<file path="src/rtl/hpdcache_pkg.sv">
// rtl/hpdcache_pkg.sv - shared memory-request encodings and helpers
package hpdcache_pkg;

    localparam int unsigned HPDCACHE_MEM_LEN_WIDTH  = 8;
    localparam int unsigned HPDCACHE_MEM_SIZE_WIDTH = 3;

    typedef enum logic [1:0] {
        HPDCACHE_MEM_READ   = 2'b00,
        HPDCACHE_MEM_WRITE  = 2'b01,
        HPDCACHE_MEM_ATOMIC = 2'b10
    } hpdcache_mem_command_e;

    // log2 of the flit size in bytes, as carried in mem_req_size
    function automatic logic [HPDCACHE_MEM_SIZE_WIDTH-1:0] hpdcache_mem_size(input int unsigned bytes);
        logic [HPDCACHE_MEM_SIZE_WIDTH-1:0] s;
        s = '0;
        for (int unsigned b = bytes; b > 1; b = b >> 1) begin
            s = s + 1'b1;
        end
        return s;
    endfunction

endpackage

</file>
<file path="src/rtl/hpdcache_mux.sv">
// rtl/hpdcache_mux.sv - binary-select multiplexer over a flattened input vector
module hpdcache_mux #(
    parameter int unsigned NINPUT     = 2,
    parameter int unsigned DATA_WIDTH = 8,
    parameter int unsigned SEL_WIDTH  = (NINPUT > 1) ? $clog2(NINPUT) : 1
) (
    input  logic [NINPUT*DATA_WIDTH-1:0] data_i,
    input  logic [SEL_WIDTH-1:0]         sel_i,
    output logic [DATA_WIDTH-1:0]        data_o
);

    always_comb begin
        data_o = '0;
        for (int unsigned i = 0; i < NINPUT; i++) begin
            if (sel_i == SEL_WIDTH'(i)) begin
                data_o = data_i[i*DATA_WIDTH +: DATA_WIDTH];
            end
        end
    end

endmodule

</file>
<file path="src/rtl/hpdcache_mem_req_write_serializer.sv">
// rtl/hpdcache_mem_req_write_serializer.sv - splits one cache-line write into a header plus data flits
module hpdcache_mem_req_write_serializer
    import hpdcache_pkg::*;
#(
    parameter int unsigned LINE_WIDTH     = 512,
    parameter int unsigned MEM_DATA_WIDTH = 64,
    parameter int unsigned ADDR_WIDTH     = 49,
    parameter int unsigned ID_WIDTH       = 4,
    localparam int unsigned NBEATS        = LINE_WIDTH / MEM_DATA_WIDTH,
    localparam int unsigned BEAT_WIDTH    = (NBEATS > 1) ? $clog2(NBEATS) : 1,
    localparam int unsigned HDR_WIDTH     = ADDR_WIDTH + HPDCACHE_MEM_LEN_WIDTH + HPDCACHE_MEM_SIZE_WIDTH
                                            + ID_WIDTH + $bits(hpdcache_mem_command_e),
    localparam int unsigned FLIT_WIDTH    = MEM_DATA_WIDTH + MEM_DATA_WIDTH/8 + 1
) (
    input  logic                      clk_i,
    input  logic                      rst_ni,
    input  logic                      line_wr_valid_i,
    output logic                      line_wr_ready_o,
    input  logic [ADDR_WIDTH-1:0]     line_wr_addr_i,
    input  logic [ID_WIDTH-1:0]       line_wr_id_i,
    input  logic [LINE_WIDTH-1:0]     line_wr_data_i,
    input  logic [LINE_WIDTH/8-1:0]   line_wr_be_i,
    input  logic                      mem_req_write_ready_i,
    output logic                      mem_req_write_valid_o,
    output logic [HDR_WIDTH-1:0]      mem_req_write_o,
    input  logic                      mem_req_write_data_ready_i,
    output logic                      mem_req_write_data_valid_o,
    output logic [FLIT_WIDTH-1:0]     mem_req_write_data_o,
    output logic                      busy_o
);

    typedef struct packed {
        logic [ADDR_WIDTH-1:0]              mem_req_addr;
        logic [HPDCACHE_MEM_LEN_WIDTH-1:0]  mem_req_len;
        logic [HPDCACHE_MEM_SIZE_WIDTH-1:0] mem_req_size;
        logic [ID_WIDTH-1:0]                mem_req_id;
        hpdcache_mem_command_e              mem_req_command;
    } hpdcache_mem_req_t;

    typedef struct packed {
        logic [MEM_DATA_WIDTH-1:0]   mem_req_w_data;
        logic [MEM_DATA_WIDTH/8-1:0] mem_req_w_be;
        logic                        mem_req_w_last;
    } hpdcache_mem_req_w_t;

    typedef enum logic {ST_IDLE, ST_BUSY} state_e;

    localparam logic [ADDR_WIDTH-1:0] OFFSET_MASK = ADDR_WIDTH'(LINE_WIDTH/8 - 1);

    state_e                    state_q, state_d;
    logic                      hdr_pend_q, hdr_pend_d;
    logic                      data_done_q, data_done_d;
    logic [BEAT_WIDTH-1:0]     beat_q, beat_d;
    logic                      capture;
    logic [ADDR_WIDTH-1:0]     addr_q;
    logic [ID_WIDTH-1:0]       id_q;
    logic [LINE_WIDTH-1:0]     data_q;
    logic [LINE_WIDTH/8-1:0]   be_q;
    logic                      hdr_hs, data_hs, last_beat;
    logic [MEM_DATA_WIDTH-1:0]   beat_data;
    logic [MEM_DATA_WIDTH/8-1:0] beat_be;
    hpdcache_mem_req_t         hdr;
    hpdcache_mem_req_w_t       flit;

    // data_done_q stands in for beat == NBEATS, which the counter cannot hold
    assign last_beat                  = (beat_q == BEAT_WIDTH'(NBEATS - 1));
    assign mem_req_write_valid_o      = (state_q == ST_BUSY) && hdr_pend_q;
    assign mem_req_write_data_valid_o = (state_q == ST_BUSY) && !data_done_q;
    assign hdr_hs                     = mem_req_write_valid_o && mem_req_write_ready_i;
    assign data_hs                    = mem_req_write_data_valid_o && mem_req_write_data_ready_i;
    assign line_wr_ready_o            = (state_q == ST_IDLE);
    assign busy_o                     = (state_q == ST_BUSY);

    always_comb begin
        state_d     = state_q;
        hdr_pend_d  = hdr_pend_q;
        data_done_d = data_done_q;
        beat_d      = beat_q;
        capture     = 1'b0;
        case (state_q)
            ST_IDLE: begin
                if (line_wr_valid_i) begin
                    capture     = 1'b1;
                    hdr_pend_d  = 1'b1;
                    data_done_d = 1'b0;
                    beat_d      = '0;
                    state_d     = ST_BUSY;
                end
            end
            ST_BUSY: begin
                if (hdr_hs) begin
                    hdr_pend_d = 1'b0;
                end
                if (data_hs) begin
                    if (last_beat) begin
                        data_done_d = 1'b1;
                    end else begin
                        beat_d = beat_q + BEAT_WIDTH'(1);
                    end
                end
                if (!hdr_pend_d && data_done_d) begin
                    state_d = ST_IDLE;
                end
            end
            default: state_d = ST_IDLE;
        endcase
    end

    always_ff @(posedge clk_i or negedge rst_ni) begin
        if (!rst_ni) begin
            state_q     <= ST_IDLE;
            hdr_pend_q  <= 1'b0;
            data_done_q <= 1'b0;
            beat_q      <= '0;
        end else begin
            state_q     <= state_d;
            hdr_pend_q  <= hdr_pend_d;
            data_done_q <= data_done_d;
            beat_q      <= beat_d;
        end
    end

    always_ff @(posedge clk_i) begin
        if (capture) begin
            addr_q <= line_wr_addr_i;
            id_q   <= line_wr_id_i;
            data_q <= line_wr_data_i;
            be_q   <= line_wr_be_i;
        end
    end

    hpdcache_mux #(.NINPUT(NBEATS), .DATA_WIDTH(MEM_DATA_WIDTH), .SEL_WIDTH(BEAT_WIDTH)) data_mux_i (
        .data_i (data_q),
        .sel_i  (beat_q),
        .data_o (beat_data)
    );

    hpdcache_mux #(.NINPUT(NBEATS), .DATA_WIDTH(MEM_DATA_WIDTH/8), .SEL_WIDTH(BEAT_WIDTH)) be_mux_i (
        .data_i (be_q),
        .sel_i  (beat_q),
        .data_o (beat_be)
    );

    always_comb begin
        hdr.mem_req_addr    = addr_q & ~OFFSET_MASK;
        hdr.mem_req_len     = HPDCACHE_MEM_LEN_WIDTH'(NBEATS - 1);
        hdr.mem_req_size    = hpdcache_mem_size(MEM_DATA_WIDTH / 8);
        hdr.mem_req_id      = id_q;
        hdr.mem_req_command = HPDCACHE_MEM_WRITE;
        flit.mem_req_w_data = beat_data;
        flit.mem_req_w_be   = beat_be;
        flit.mem_req_w_last = last_beat;
    end

    assign mem_req_write_o      = hdr;
    assign mem_req_write_data_o = flit;

    a_line_multiple : assert property (@(posedge clk_i) (LINE_WIDTH % MEM_DATA_WIDTH) == 0);

    a_hdr_stable : assert property (@(posedge clk_i) disable iff (!rst_ni)
        (mem_req_write_valid_o && !mem_req_write_ready_i)
        |=> (mem_req_write_valid_o && $stable(mem_req_write_o)));

    a_flit_stable : assert property (@(posedge clk_i) disable iff (!rst_ni)
        (mem_req_write_data_valid_o && !mem_req_write_data_ready_i)
        |=> (mem_req_write_data_valid_o && $stable(mem_req_write_data_o)));

    a_no_accept_busy : assert property (@(posedge clk_i) disable iff (!rst_ni)
        !(busy_o && line_wr_valid_i && line_wr_ready_o));

endmodule
</file>
<file path="config.mk">
export PLATFORM = sky130hd
export DESIGN_NAME = hpdcache_mem_req_write_serializer
export DESIGN_NICKNAME = d
export VERILOG_FILES = /design/src/rtl/hpdcache_pkg.sv /design/src/rtl/hpdcache_mux.sv /design/src/rtl/hpdcache_mem_req_write_serializer.sv
export SDC_FILE = /design/constraint.sdc
export NUM_CORES = 1
export LEC_CHECK = 0
export CAP_MARGIN = 25
export CORE_AREA = 3 3 301 303
export DETAILED_ROUTE_END_ITERATION = 10
export DIE_AREA = 0 0 304 306
export DONT_BUFFER_PORTS = 1
export SETUP_SLACK_MARGIN = 0.3
export SLEW_MARGIN = 20
export SYNTH_ARGS = -nofsm -noshare
export SYNTH_HDL_FRONTEND = slang
export SYNTH_SLANG_ARGS = --single-unit
</file>
<file path="constraint.sdc">
create_clock -name clk_i -period 19.2 [get_ports clk_i]
set_clock_uncertainty 0.1 [all_clocks]
set_input_delay 3.84 -clock clk_i [delete_from_list [all_inputs] [get_ports clk_i]]
set_output_delay 3.84 -clock clk_i [all_outputs]
set_load 0.1 [all_outputs]
</file>
==> results.json, run 1 <==
{
  "status": "complete, no violations",
  "clk_pin_slew_ns": 0.06,
  "wl_met3_um": 6700,
  "path_class": "flop to primary output",
  "routed_wl_um": 77800,
  "nets": 2456,
  "report.final.slew_viol_count": 0,
  "worst-path-max-fanout": 86,
  "grt_pass1_wl_um": 109000,
  "vias": 15600,
  "dp_hpwl_um": 53100,
  "syn2layout_area_growth_pct": 18.0,
  "synth_cells": 1828,
  "rrSetupSlack_ns": 14.07,
  "clk_latency_ns": 0.59,
  "ys_top_cells_by_area": "edfxtp_1, nand2_1, o31ai_2",
  "synth_seq_area_share_pct": 73.4,
  "cp_data_arrival_time_ns": 4.95,
  "fin_crit_ns": 8.89,
  "syn_area_sq_mm": 0.0257,
  "synthTopCellsByCount": "edfxtp_1, nand2_1, inv_1, o21ai_0",
  "antenna_found_initial": 32,
  "ctsLongestPathBuffers": 3,
  "wl_met2_um": 40100,
  "dieWidth_um": 304,
  "async_flop_share_pct": 0.954,
  "fin_tns_setup_ns": 0,
  "grt_pass1_vias": 15600,
  "cts-resized-gates": 0,
  "cts_root_buf": "clkbuf_16",
  "cts_hold_buf": 0,
  "grt_max_degree": 188,
  "ios": 777,
  "yosys.area.top_type": "edfxtp_1",
  "hold_viol_final": 0,
  "place.gp.congestion": 0.863,
  "finalSetupViolCount": 0,
  "critPathLaunchType": "flop",
  "htree_levels": 3,
  "first_pass_iters": 5,
  "area.sequential_sq_mm": 0.0189,
  "drtAntennaViolNets": 0,
  "syn_avg_cell_area_sq_um": 14.1,
  "max-cap-violations": 0,
  "gr-total-overflow": 0,
  "end_kind": "primary output",
  "fin_crit_sh_pct": 46.3,
  "start_util_pct": 29.1,
  "multi_input_area_sq_mm": 0.00622,
  "vias_per_cell": 5.11,
  "tightestPinTransition_ns": 1.14,
  "synth-main-ff-cell": "edfxtp_1",
  "highest_layer": "met5",
  "hp-class": "flop to flop",
  "whs_ns": 0.462,
  "synth-edff-count": 623,
  "slew_headroom_pct": 24.4,
  "core_area_sq_mm": 0.0882,
  "cts_sinks": 629,
  "wl_met1_um": 29300,
  "yosysWarnings": 0,
  "track_usage_pct": 15.9,
  "post_cts_buffers": 0,
  "ys_ff_latch": 629,
  "n_fill_cell": 8377,
  "rows": 109,
  "synth.distinct_cells": 31,
  "rsz0062_at_grt": "no",
  "max_freq_ghz": 0.113,
  "synth_top_cell_area_share_pct": 72.8,
  "cts_tree": "done",
  "worstPathRequired_ns": 15.26,
  "drive_gt1_share_pct": 12.7,
  "die-height_um": 306,
  "wl_per_cell_um": 25.4,
  "yosysMostFrequentCell": "edfxtp_1",
  "cts_inserted_buffers": 71,
  "drtIter0Drc": 1554,
  "port_buffers": 0,
  "dieArea_sq_mm": 0.0930,
  "drc": 0
}
-- worst max-delay path, cell delays in order, from the launching register on --
cell and delay, ns:
dfrtp_1 0.43, inv_1 0.16, ha_4 0.78, buf_4 0.84
buf_4 0.71, nand2_1 0.10, o21ai_0 0.10, a21oi_1 0.20
o31ai_4 0.97
-- metal layers --
layer,global-route usage (%),vias up
li1,-,6844
met1,18.6,7794
met4,5.52,16
met3,5.17,121
met5,0,-
met2,27.4,855
-- logic make-up (layout without fill, tap and decap cells) --
| group | count (synthesis) | count (layout) | synth area share, % |
|---|---|---|---|
| adder cells (fa/ha/maj) | 6 | 6 | 0.292 |
| other | 2 | 43 | 0.0292 |
| AO/OA/AOI/OAI | 509 | 509 | 15.1 |
| buffers and inverters | 304 | 331 | 5.43 |
| AND/OR/NAND/NOR | 377 | 377 | 5.69 |
| multiplexers | 1 | 1 | 0.0390 |
| flip-flops | 629 | 629 | 73.4 |
-- layout make-up --
type	count	share of cell area, %
Antenna cell	24	0.198
Clock buffer	92	6.33
Inverter	150	1.89
Sequential cell	629	62.2
Clock inverter	37	1.11
Tap cell	1165	4.81
Timing Repair Buffer	52	2.94
Multi-Input combinational cell	912	20.5
-- per-stage QoR --
step           area [sq um]  worst slack, ns  util [%]  std cells
2_1_floorplan         25800             2.16         -       1845
3_3_place_gp          27300            10.80      31.0       2883
3_5_place_dp          28000            10.80      31.7       2906
4_1_cts               30200            10.11      34.2       3035
5_1_grt               30300             9.92      34.3       3057
6_report              30300            10.31      34.4       3061
-- path summary, 6_finish.rpt --
path | start | cells after the start | endpoint
setup / recovery | beat_q[1]$_DFFE_PN0P_ | 8 | mem_req_write_data_o[17]
hold / removal | hdr_pend_q$_DFFE_PN0P_ | 2 | hdr_pend_q$_DFFE_PN0P_
setup reg to reg | busy_o$_DFF_PN0_ | 5 | data_q[469]$_DFFE_PP_
hold reg to reg | hdr_pend_q$_DFFE_PN0P_ | 2 | hdr_pend_q$_DFFE_PN0P_
max in group asynchronous | rst_ni | 0 | data_done_q$_DFFE_PN0P_
min in group asynchronous | rst_ni | 0 | hdr_pend_q$_DFFE_PN0P_
-- state kept, by name, indices dropped and copies added, names as in the netlist --
signal,cells
busy_o,1
data_done_q,1
id_q,4
data_q,512
hdr_pend_q,1
addr_q,43
beat_q,3
be_q,64
-- placed cells by master, fill, tap and decap left out, types with 3 or more instances in the layout --
master      instances
a21oi_1            74
a221o_1            71
a221oi_1           72
a22oi_1            71
buf_16             24
buf_4              25
bufinv_16           4
clkbuf_1           18
clkbuf_16          73
clkinv_1           10
clkinv_2            8
clkinv_4            4
clkinvlp_4          6
conb_1             19
dfrtp_1             6
diode_2            24
edfxtp_1          623
ha_4                5
inv_1             148
inv_6               3
nand2_1           290
nand3_1             3
nor2_1             74
o21ai_0           132
o21ai_1            14
o31ai_4            71
Power of run 1 is left out: the tool's default activity adds up to more than one toggle a clock period on the data nets, which glitch-free logic cannot reach.
==> inputs of run 2 (changes only) <==
==> constraint.sdc (replaced) <==
create_clock -name clk_i -period 9.3 [get_ports clk_i]
set_clock_uncertainty 0.1 [all_clocks]
set_input_delay 1.86 -clock clk_i [delete_from_list [all_inputs] [get_ports clk_i]]
set_output_delay 1.86 -clock clk_i [all_outputs]
set_load 0.1 [all_outputs]
==> results.json, run 2 (synthesized netlist as in run 1, its figures left out) <==
{
  "ios": 777,
  "crit_path_max_incr_delay_ns": 1.01,
  "grt_pass1_vias": 15700,
  "gr-total-overflow": 0,
  "cts_tree": "done",
  "cpMaxStageDelayCell": "o31ai_4",
  "cts-resized-gates": 0,
  "worstPathRequired_ns": 7.34,
  "n_fill_cell": 8408,
  "layout_common_cells": "edfxtp_1, nand2_1, inv_1, o21ai_0",
  "core_area_sq_mm": 0.0882,
  "clk_latency_ns": 0.61,
  "syn2layout_area_growth_pct": 17.7,
  "rr_startpoint": "busy_o$_DFF_PN0_",
  "worstHoldEndpoint": "hdr_pend_q$_DFFE_PN0P_",
  "max_freq_ghz": 0.135,
  "rows": 109,
  "hp-class": "flop to flop",
  "cpMostUsedCell": "buf_4",
  "clk_pin_slew_ns": 0.06,
  "grt_max_degree": 174,
  "min_from": "hdr_pend_q$_DFFE_PN0P_",
  "largest_reg_flops": 512,
  "die-height_um": 306,
  "place.gp.congestion": 0.859,
  "dpl_cell_area_sq_mm": 0.0280,
  "dp_hpwl_um": 52400,
  "routed_wl_um": 77500,
  "wl_per_cell_um": 25.2,
  "wl_met3_um": 6630,
  "first_pass_iters": 5,
  "drc": 0,
  "path_class": "flop to primary output",
  "highest_layer": "met5",
  "cts_inserted_buffers": 69,
  "start_util_pct": 29.1,
  "wl_met1_um": 29000,
  "wl_met2_um": 38800,
  "rrSetupSlack_ns": 5.21,
  "worst-path-max-fanout": 39,
  "drtAntennaViolNets": 0,
  "hold_depth": 2,
  "final_common_cell": "edfxtp_1",
  "stdcell_area_sq_mm": 0.0303,
  "max-cap-violations": 0,
  "drtIter0Drc": 1552,
  "track_usage_pct": 15.9,
  "fin_tns_setup_ns": 0,
  "report.final.slew_viol_count": 0,
  "dieArea_sq_mm": 0.0930,
  "fin_crit_sh_pct": 79.4,
  "reg.largest.list": "data_q x512, be_q x64, addr_q x43",
  "vias_per_cell": 5.03,
  "end_kind": "primary output",
  "regMostFlops": "data_q",
  "cp_top_family": "buffers and inverters",
  "reg2regPathDepth": 5,
  "drive_gt1_share_pct": 12.3,
  "slew_headroom_pct": 23.0,
  "critPathLaunchType": "flop",
  "cp_data_arrival_time_ns": 5.42,
  "htree_levels": 3,
  "finalSetupViolCount": 0,
  "path_buf_inv": 3,
  "port_buffers": 0,
  "tightestPinTransition_ns": 1.16,
  "fin_crit_ns": 7.38,
  "vias": 15400,
  "cts_sinks": 629,
  "ctsLongestPathBuffers": 3,
  "antenna_found_initial": 51,
  "status": "complete, no violations",
  "path_cells": "clkinv_2, ha_4, nor3b_4, buf_4, buf_4, a221o_1, a21oi_1, o31ai_4",
  "cts_hold_buf": 0,
  "nets": 2455,
  "r2r_end": "data_q[414]$_DFFE_PP_",
  "post_cts_buffers": 0,
  "cts_root_buf": "clkbuf_16",
  "grt_pass1_wl_um": 109000,
  "dieWidth_um": 304,
  "hold_viol_final": 0,
  "rsz0062_at_grt": "no"
}
run 2: changes by cell type in the layout (fill, tap and decap cells not counted), sizes merged:
cell	change
buf	+2
diode	+16
bufinv	-2
clkinv	+1
inv	-4
clkbuf	-3
run 2: routing by layer:
layer,vias to the layer above,track usage (%)
li1,6844,-
met1,7570,18.5
met2,836,26.4
met3,170,5.59
met4,14,7.49
met5,-,0
run 2: how the worst max path moves through the flow:
stage	from	end	slack [ns]	cells past startpoint
2_1_floorplan	line_wr_valid_i	addr_q[10]$_DFFE_PP_	-2.47	2
3_3_place_gp	beat_q[2]$_DFFE_PN0P_	mem_req_write_data_o[31]	2.49	8
3_5_place_dp	beat_q[2]$_DFFE_PN0P_	mem_req_write_data_o[31]	2.44	8
4_1_cts	beat_q[2]$_DFFE_PN0P_	mem_req_write_data_o[31]	1.76	8
5_1_grt	beat_q[2]$_DFFE_PN0P_	mem_req_write_data_o[31]	1.62	8
6_report	beat_q[2]$_DFFE_PN0P_	mem_req_write_data_o[31]	1.92	8
run 2: cell type report:
cell class | instances | area, sq um | share of cell area (%)
sequential | 629 | 18900 | 62.3
multi-input combinational | 912 | 6230 | 20.6
clock buffer | 90 | 1910 | 6.32
tap | 1165 | 1460 | 4.82
timing repair buffer | 53 | 888 | 2.94
inverter | 150 | 572 | 1.89
clock inverter | 32 | 229 | 0.757
antenna | 40 | 100 | 0.331
run 2: metrics by stage:
stage | std cells | utilization, % | hold slack, ns | setup slack [ns]
after floorplan | 1845 | - | 0.380 | -2.47
after global placement | 2887 | 31.1 | 0.409 | 2.49
after detailed placement | 2908 | 31.7 | 0.423 | 2.44
after CTS | 3030 | 34.1 | 0.442 | 1.76
after global routing | 3068 | 34.3 | 0.471 | 1.62
final | 3071 | 34.3 | 0.438 | 1.92
run 2: worst reg2reg max path, stage by stage (launching register included):
cell and delay (ns):
dfrtp_2 0.76, clkinvlp_4 0.72, nand2_8 0.26, clkinvlp_4 0.69, buf_4 0.58, buf_4 0.43
Power of run 2 is left out for the same reason.
==> inputs of run 3 (changes only) <==
==> constraint.sdc (replaced) <==
create_clock -name clk_i -period 7.05 [get_ports clk_i]
set_clock_uncertainty 0.1 [all_clocks]
set_input_delay 1.41 -clock clk_i [delete_from_list [all_inputs] [get_ports clk_i]]
set_output_delay 1.41 -clock clk_i [all_outputs]
set_load 0.1 [all_outputs]
==> results.json, run 3 (synthesized netlist as in run 1, its figures left out) <==
{
  "wl_per_cell_um": 25.7,
  "slew_headroom_pct": 19.3,
  "vias": 15500,
  "post_cts_buffers": 0,
  "layout_common_cells": "edfxtp_1, nand2_1, inv_1, o21ai_0",
  "worst-path-max-fanout": 37,
  "clk_pin_slew_ns": 0.06,
  "max-cap-violations": 0,
  "regMostFlops": "data_q",
  "reg2regPathDepth": 4,
  "report.final.slew_viol_count": 0,
  "drtAntennaViolNets": 0,
  "htree_levels": 3,
  "cts_inserted_buffers": 68,
  "worstPathRequired_ns": 5.54,
  "n_fill_cell": 8360,
  "die-height_um": 306,
  "max_freq_ghz": 0.166,
  "path_class": "flop to primary output",
  "ios": 777,
  "grt_max_degree": 171,
  "finalSetupViolCount": 0,
  "dpl_cell_area_sq_mm": 0.0281,
  "multi_input_area_sq_mm": 0.00624,
  "area.sequential_sq_mm": 0.0189,
  "rrSetupSlack_ns": 3.58,
  "rr_startpoint": "busy_o$_DFF_PN0_",
  "dp_hpwl_um": 53700,
  "r2r_end": "data_q[79]$_DFFE_PP_",
  "first_pass_iters": 5,
  "stdcell_area_sq_mm": 0.0303,
  "cp_data_arrival_time_ns": 4.50,
  "antenna_found_initial": 33,
  "hold_viol_final": 0,
  "clk_latency_ns": 0.60,
  "port_buffers": 0,
  "cts_tree": "done",
  "hp-class": "input pin to asynchronous set/reset pin",
  "drtIter0Drc": 1809,
  "critPathLaunchType": "flop",
  "final_common_cell": "edfxtp_1",
  "cts_hold_buf": 0,
  "fin_crit_ns": 6.01,
  "dieWidth_um": 304,
  "track_usage_pct": 16.2,
  "rsz0062_at_grt": "no",
  "drive_gt1_share_pct": 12.7,
  "gr-total-overflow": 0,
  "ctsLongestPathBuffers": 3,
  "grt_pass1_vias": 15600,
  "dieArea_sq_mm": 0.0930,
  "reg.largest.list": "data_q x512, be_q x64, addr_q x43",
  "vias_per_cell": 5.05,
  "core_area_sq_mm": 0.0882,
  "start_util_pct": 29.1,
  "place.gp.congestion": 0.860,
  "drc": 0,
  "status": "complete, no violations",
  "cts-resized-gates": 0,
  "syn2layout_area_growth_pct": 17.9,
  "rows": 109,
  "routed_wl_um": 78600,
  "tightestPinTransition_ns": 1.21,
  "cts_root_buf": "clkbuf_16",
  "final_core_util_pct": 34.3,
  "largest_reg_flops": 512,
  "grt_pass1_wl_um": 111000,
  "nets": 2462,
  "cts_sinks": 629,
  "fin_crit_sh_pct": 85.2,
  "end_kind": "primary output"
}
run 3: worst max-delay path, stage by stage, from the launching register on:
cell and delay [ns]:
dfrtp_1 0.71, inv_4 0.37, ha_4 0.47, nor3b_4 0.25
buf_4 0.47, a221o_1 0.53, a21oi_1 0.13, o31ai_4 0.92
run 3: worst max-delay path by stage:
stage          slack [ns]                  endpoint  cells after the start                  start
2_1_floorplan       -4.27      addr_q[10]$_DFFE_PP_                      2        line_wr_valid_i
3_3_place_gp         1.51  mem_req_write_data_o[20]                      6  beat_q[2]$_DFFE_PN0P_
3_5_place_dp         1.46  mem_req_write_data_o[20]                      6  beat_q[2]$_DFFE_PN0P_
4_1_cts              0.76  mem_req_write_data_o[20]                      6  beat_q[2]$_DFFE_PN0P_
5_1_grt              0.81  mem_req_write_data_o[30]                      7  beat_q[2]$_DFFE_PN0P_
6_report             1.04  mem_req_write_data_o[30]                      7  beat_q[2]$_DFFE_PN0P_
run 3: stage by stage:
stage	instances	hold slack (ns)	TNS [ns]	setup slack, ns
after floorplan	1845	0.380	-2661.17	-4.27
after global placement	2894	0.448	0	1.51
final	3060	0.397	0	1.04
after CTS	3033	0.325	0	0.757
after global routing	3055	0.332	0	0.813
after detailed placement	2914	0.472	0	1.46
run 3: final cells by class:
cell class / instances / share of cell area, %
inverter: 150 / 1.89
timing repair buffer: 61 / 3.30
clock buffer: 81 / 5.92
clock inverter: 38 / 1.07
multi-input combinational: 912 / 20.6
antenna: 24 / 0.198
tap: 1165 / 4.81
sequential: 629 / 62.2
run 3: per-layer routing:
metal,vias up,track usage [%],share of wire [%]
li1,6848,-,-
met1,7643,19.2,37
met2,804,27.5,51
met3,148,5.09,8.3
met4,8,6.40,3.1
met5,-,0,0.073
Power of run 3 is left out for the same reason.
